--- src/rtl/pipeline_sequencer.sv ---
// Pipeline sequencer: load-use stall, IF/ID flush on jump, HALT drain, debug run/step gating.
// Latency: hazard responses are combinational (same cycle); run/step commands act from the next cycle.
// Backpressure: stalls hold PC and IF/ID while bubbling ID/EX; drain freezes fetch until HALTED.
// Ports: i_clk, i_reset (async, high); i_du_run / i_du_step debug commands;
//        i_id_ex_* / i_if_id_* hazard fields, i_id_jump, i_id_halt;
//        o_pc_en, o_if_id_en, o_if_id_flush, o_id_ex_bubble, o_stage_en, o_halted, o_busy.
module pipeline_sequencer #(
    parameter int REG_ADDR_SIZE = 5,
    parameter int DRAIN_CYCLES  = 3
) (
    input  logic                     i_clk,
    input  logic                     i_reset,
    input  logic                     i_du_run,
    input  logic                     i_du_step,
    input  logic                     i_id_ex_mem_rd,
    input  logic [REG_ADDR_SIZE-1:0] i_id_ex_rt,
    input  logic [REG_ADDR_SIZE-1:0] i_if_id_rs,
    input  logic [REG_ADDR_SIZE-1:0] i_if_id_rt,
    input  logic                     i_if_id_uses_rt,
    input  logic                     i_id_jump,
    input  logic                     i_id_halt,
    output logic                     o_pc_en,
    output logic                     o_if_id_en,
    output logic                     o_if_id_flush,
    output logic                     o_id_ex_bubble,
    output logic                     o_stage_en,
    output logic                     o_halted,
    output logic                     o_busy
);

    // Counter is at least 2 bits wide even for tiny drain lengths.
    localparam int CNT_W = ($clog2(DRAIN_CYCLES) > 2) ? $clog2(DRAIN_CYCLES) : 2;
    localparam logic [CNT_W-1:0] CNT_LAST = CNT_W'(DRAIN_CYCLES - 1);

    typedef enum logic [2:0] {
        ST_IDLE,
        ST_RUN,
        ST_STEP,
        ST_DRAIN,
        ST_HALTED
    } state_t;

    state_t           state, state_nxt;
    logic [CNT_W-1:0] drain_cnt, drain_cnt_nxt;
    logic             load_use;

    // Register 0 is hardwired zero, so a load targeting it never creates a dependency.
    assign load_use = i_id_ex_mem_rd && (i_id_ex_rt != '0) &&
                      ((i_id_ex_rt == i_if_id_rs) ||
                       (i_if_id_uses_rt && (i_id_ex_rt == i_if_id_rt)));

    always_ff @(posedge i_clk or posedge i_reset) begin
        if (i_reset) begin
            state     <= ST_IDLE;
            drain_cnt <= '0;
        end else begin
            state     <= state_nxt;
            drain_cnt <= drain_cnt_nxt;
        end
    end

    always_comb begin
        state_nxt      = state;
        drain_cnt_nxt  = drain_cnt;
        o_pc_en        = 1'b0;
        o_if_id_en     = 1'b0;
        o_if_id_flush  = 1'b0;
        o_id_ex_bubble = 1'b0;
        o_stage_en     = 1'b0;
        o_halted       = 1'b0;
        o_busy         = 1'b0;

        case (state)
            ST_IDLE: begin
                if (i_du_run) begin
                    state_nxt = ST_RUN;
                end else if (i_du_step) begin
                    state_nxt = ST_STEP;
                end
            end

            ST_RUN, ST_STEP: begin
                o_stage_en = 1'b1;
                o_busy     = 1'b1;
                // A step is a single active cycle; run persists.
                state_nxt  = (state == ST_STEP) ? ST_IDLE : ST_RUN;
                if (load_use) begin
                    // Stall wins over halt/jump: the ID instruction is re-evaluated next cycle.
                    o_id_ex_bubble = 1'b1;
                end else if (i_id_halt) begin
                    o_id_ex_bubble = 1'b1;
                    state_nxt      = ST_DRAIN;
                    drain_cnt_nxt  = '0;
                end else if (i_id_jump) begin
                    o_pc_en       = 1'b1;
                    o_if_id_en    = 1'b1;
                    o_if_id_flush = 1'b1;
                end else begin
                    o_pc_en    = 1'b1;
                    o_if_id_en = 1'b1;
                end
            end

            ST_DRAIN: begin
                // Older instructions finish through EX/MEM/WB while fetch stays frozen.
                o_stage_en     = 1'b1;
                o_id_ex_bubble = 1'b1;
                o_busy         = 1'b1;
                drain_cnt_nxt  = drain_cnt + 1'b1;
                if (drain_cnt == CNT_LAST) begin
                    state_nxt = ST_HALTED;
                end
            end

            ST_HALTED: begin
                o_halted = 1'b1;
            end

            default: begin
                state_nxt     = ST_IDLE;
                drain_cnt_nxt = '0;
            end
        endcase
    end

endmodule

--- config.mk ---
export PLATFORM = sky130hd
export DESIGN_NAME = pipeline_sequencer
export DESIGN_NICKNAME = d
export VERILOG_FILES = /design/src/rtl/pipeline_sequencer.sv
export SDC_FILE = /design/constraint.sdc
export NUM_CORES = 1
export LEC_CHECK = 0
export BUFFER_PORTS_ARGS = -buffer_cell sky130_fd_sc_hd__buf_2
export CORE_AREA = 2 2 39 41
export DETAILED_ROUTE_END_ITERATION = 10
export DIE_AREA = 0 0 41 43
export PLACE_DENSITY = 0.76
export SETUP_SLACK_MARGIN = 0.4
export SYNTH_ARGS = -nofsm -noshare
export SYNTH_HDL_FRONTEND = slang
export SYNTH_SLANG_ARGS = --single-unit
--- constraint.sdc ---
create_clock -name i_clk -period 1.7 [get_ports i_clk]
set_input_delay 0.17 -clock i_clk [delete_from_list [all_inputs] [get_ports i_clk]]
set_output_delay 0.17 -clock i_clk [all_outputs]
set_load 0.005 [all_outputs]
==> impl_summary.md <==
Worst setup path
STA puts the critical path data required time at roughly 1.5 ns. Data on the critical path arrives at its endpoint at approximately 1.5 ns. In this run the worst path has a maximum fanout of 3. The critical path is of the input pin to output port type. The nature of the critical path endpoint is an output port.

The type of element launching the critical path is an input pin.

Global route
The first global-routing pass estimated 2.22 mm of wire. Entering global routing, the biggest net connects 8 pins. The met1 routing resource usage after global routing is between 15 and 20%.

The met2 track demand over resource in global routing is between 30% and 40%. The initial antenna violation count is 0. The global-route track usage on met3 is under 10%. The global routing stage identified its most utilized layer as met2. Global routing finished with a remaining overflow of 0. Across every metal layer, demand over resource in global routing totals between 15 and 20%. The via count of the first global-routing pass was ~550.

Hold path
The class of the tightest hold or removal check is input pin to register.

Power and ir drop
The completed layout was analyzed and its total power is 0.000922 W. Power spread over the standard cell area amounts to a little over 1000 mW/mm^2. VDD sags by at most 648 uV. The static leakage is ~0.42 nW.

Route
The routed via count is 555. The via density per instance is slightly below 5. The number of iterations in the first detailed-routing pass is 4.

For this block, the routed nets add up to approximately 1.4 mm of wire. The detailed router finished its first iteration with 2 violations. In the routed design, unresolved DRC markers number 0. Dividing the detail-routed wire length by the instance count gives about 13 um.

The count of antenna-violating nets left after detailed routing is 0.

Synth
The count of synthesis-stage warnings from yosys is 0. The number of register bits inferred by synthesis is 5. The number of nets handed over by synthesis was 80. The mean instance size in the synthesized netlist is 8.69 um^2. The netlist uses 27 different library cells.

Counting every instance in the synthesized netlist gives 56. After synthesis, flip-flops and latches occupy between 20% and 30% of the total area. The area of the mapped netlist is between 400 and 500 um^2.

Timing
The transition time of the tightest slew-check pin is 0.332 ns. After layout, the minimum clock period comes to 1.63 ns. Setup violations remaining at the end of the flow were counted as 0. On the final layout, the worst clock skew is about 0.0015 ns. The final cycle utilization of the critical path is 96.1%. The worst-case headroom to the max-slew limit is between 70 and 80%. The final hold violation count is 0.

Setup repair after global routing could not meet its margin everywhere. The number of slew-limit violations in the final report is 0. The final sum of negative setup slack is 0 ns. The highest achievable clock rate is 612 MHz.

Clock network
The later-pin clock latency in the skew report is about 0.23 ns. The TritonCTS clock tree is built. The tree is rooted in a sky130_fd_sc_hd__clkbuf_4.

Clock-pin slew was measured on the worst setup and hold paths at 0.04 ns. The clock passes through at most 2 buffers. The H-tree depth is 1. The number of sinks on the clock net is 5. The number of clock buffers added by TritonCTS is 3.

Place
The placer congestion estimate is 0.768. The count of buffers added on input and output ports is 29. Detailed placement ended at an HPWL of 958 um.

Die
The initial core utilization is between 30% and 40%. The row count is 14. The area of the die is approximately 0.0018 mm^2. The number of top-level pins is 30.

The core region is between 0.001 and 0.0015 mm^2. The die span in y is ~43 um. The die boundary width is 41 um.

Run
The max-capacitance violation count is 0.

Cells and area
From synthesis to final layout, the design area changed by 83.0%. Leaving out fill and tap cells, the most frequent cells in the layout are sky130_fd_sc_hd__buf_2 (23), sky130_fd_sc_hd__xor2_1 (7), sky130_fd_sc_hd__buf_4 (7). 0 antenna diodes ended up in the layout. The total number of nets in the final design is approximately 120. The final design utilization is 64.4%. Cells with a size suffix above 1 make up approximately three fifths of the layout. The library cell used most frequently in the layout, excluding fill and tap cells, is sky130_fd_sc_hd__buf_2.

Status
The run finished with clean final reports.
==> sequential cells by signal (all words and copies together), names as in the netlist <==
signal,cells
drain_cnt,2
state,3
==> logic make-up (layout without fill, tap and decap cells) <==
group	after synthesis	count (layout)	share of synthesized area (%)
xor+xnor	11	11	19.8
simple gates	20	20	24.2
buf+inv	5	46	5.40
flops	5	5	25.7
mux	1	1	2.31
compound gates	13	13	20.1
fa+ha+maj	1	1	2.57
==> power breakdown <==
part | internal [W] | switching (W)
logic | 0.000311 | 0.000258
clock network | 0.0000886 | 0.0000458
registers | 0.000167 | 0.0000512
==> what timing repair did <==
item                                    4_1_cts  5_1_grt
pin swaps                                     6        8
endpoints found under the hold margin         5        0
resized for setup                            19       10
hold buffers                                  1        0
buffers inserted                              9        0
endpoints found under the setup margin       11       11
==> worst max-delay path, cell delays in order <==
cell,delay (ns)
sky130_fd_sc_hd__buf_8,0.10
sky130_fd_sc_hd__or4_4,0.54
sky130_fd_sc_hd__o21ai_4,0.17
sky130_fd_sc_hd__nor2_4,0.07
sky130_fd_sc_hd__o31a_1,0.29
sky130_fd_sc_hd__buf_2,0.12
==> final cells by class <==
class | count | area (um^2)
Multi-Input combinational cell | 46 | 430
Tap cell | 16 | 20.0
Clock buffer | 4 | 26.3
Timing Repair Buffer | 39 | 275
Sequential cell | 5 | 128
Inverter | 3 | 11.3
Fill cell | 108 | 493
==> synth_stat cells <==
| cell | number | area [um^2] |
|---|---|---|
| sky130_fd_sc_hd__xor2_1 | 10 | 87.6 |
| sky130_fd_sc_hd__buf_4 | 2 | 15.0 |
| sky130_fd_sc_hd__or4_4 | 1 | 11.3 |
| sky130_fd_sc_hd__o21ai_0 | 2 | 10.0 |
| sky130_fd_sc_hd__nor2_1 | 7 | 26.3 |
| sky130_fd_sc_hd__mux2_2 | 1 | 11.3 |
| sky130_fd_sc_hd__a21oi_1 | 2 | 10.0 |
| sky130_fd_sc_hd__nor3_1 | 2 | 10.0 |
| sky130_fd_sc_hd__nor2_2 | 1 | 6.26 |
| sky130_fd_sc_hd__nor4b_2 | 1 | 15.0 |
| sky130_fd_sc_hd__nand2b_1 | 1 | 6.26 |
| sky130_fd_sc_hd__a32oi_1 | 1 | 8.76 |
| sky130_fd_sc_hd__a31oi_1 | 1 | 6.26 |
| sky130_fd_sc_hd__inv_1 | 3 | 11.3 |
| sky130_fd_sc_hd__nand2_1 | 3 | 11.3 |
| sky130_fd_sc_hd__o211ai_1 | 1 | 7.51 |
| sky130_fd_sc_hd__o21ai_4 | 1 | 16.3 |
| sky130_fd_sc_hd__a31o_1 | 1 | 8.76 |
| sky130_fd_sc_hd__ha_1 | 1 | 12.5 |
| sky130_fd_sc_hd__dfrtp_1 | 5 | 125 |
| sky130_fd_sc_hd__xnor2_1 | 1 | 8.76 |
| sky130_fd_sc_hd__nor4_2 | 1 | 12.5 |
| sky130_fd_sc_hd__nor4_1 | 1 | 6.26 |
| sky130_fd_sc_hd__o21ai_1 | 1 | 5.00 |
| sky130_fd_sc_hd__and2_1 | 2 | 12.5 |
| sky130_fd_sc_hd__o31a_1 | 2 | 17.5 |
| sky130_fd_sc_hd__a21o_1 | 1 | 7.51 |
==> per-layer routing <==
layer,wire length (um),vias to the layer above
met2,781,22
met1,520,255
met5,0,-
li1,-,274
met4,38,0
met3,83,4
==> path summary, 6_finish.rpt <==
| path | startpoint | endpoint | slack, ns | depth (start not counted) |
|---|---|---|---|---|
| worst min-delay path | i_du_step | state[1] | 0.28 | 3 |
| max in group asynchronous | i_reset | state[1] | 1.14 | 3 |
| min in group asynchronous | i_reset | drain_cnt[1] | 0.37 | 3 |
| worst max register to register | state[1] | drain_cnt[0] | 0.42 | 5 |
| worst min register to register | drain_cnt[0] | drain_cnt[0] | 0.50 | 1 |
| worst max-delay path | i_id_ex_rt[1] | o_id_ex_bubble | 0.07 | 6 |
==> metrics by stage <==
step | worst slack, ns | instances | instance area [um^2] | hold slack (ns)
global route | 0.0224 | 113 | 891 | 0.304
CTS | 0.106 | 113 | 835 | 0.294
detailed placement | 0.0547 | 99 | 651 | 0.0738
global placement | 0.0858 | 99 | 651 | 0.0654
finish | 0.0661 | 113 | 891 | 0.277
floorplan | 0.195 | 56 | 500 | -0.0515
No activity file was read; power rests on OpenSTA's default activity.
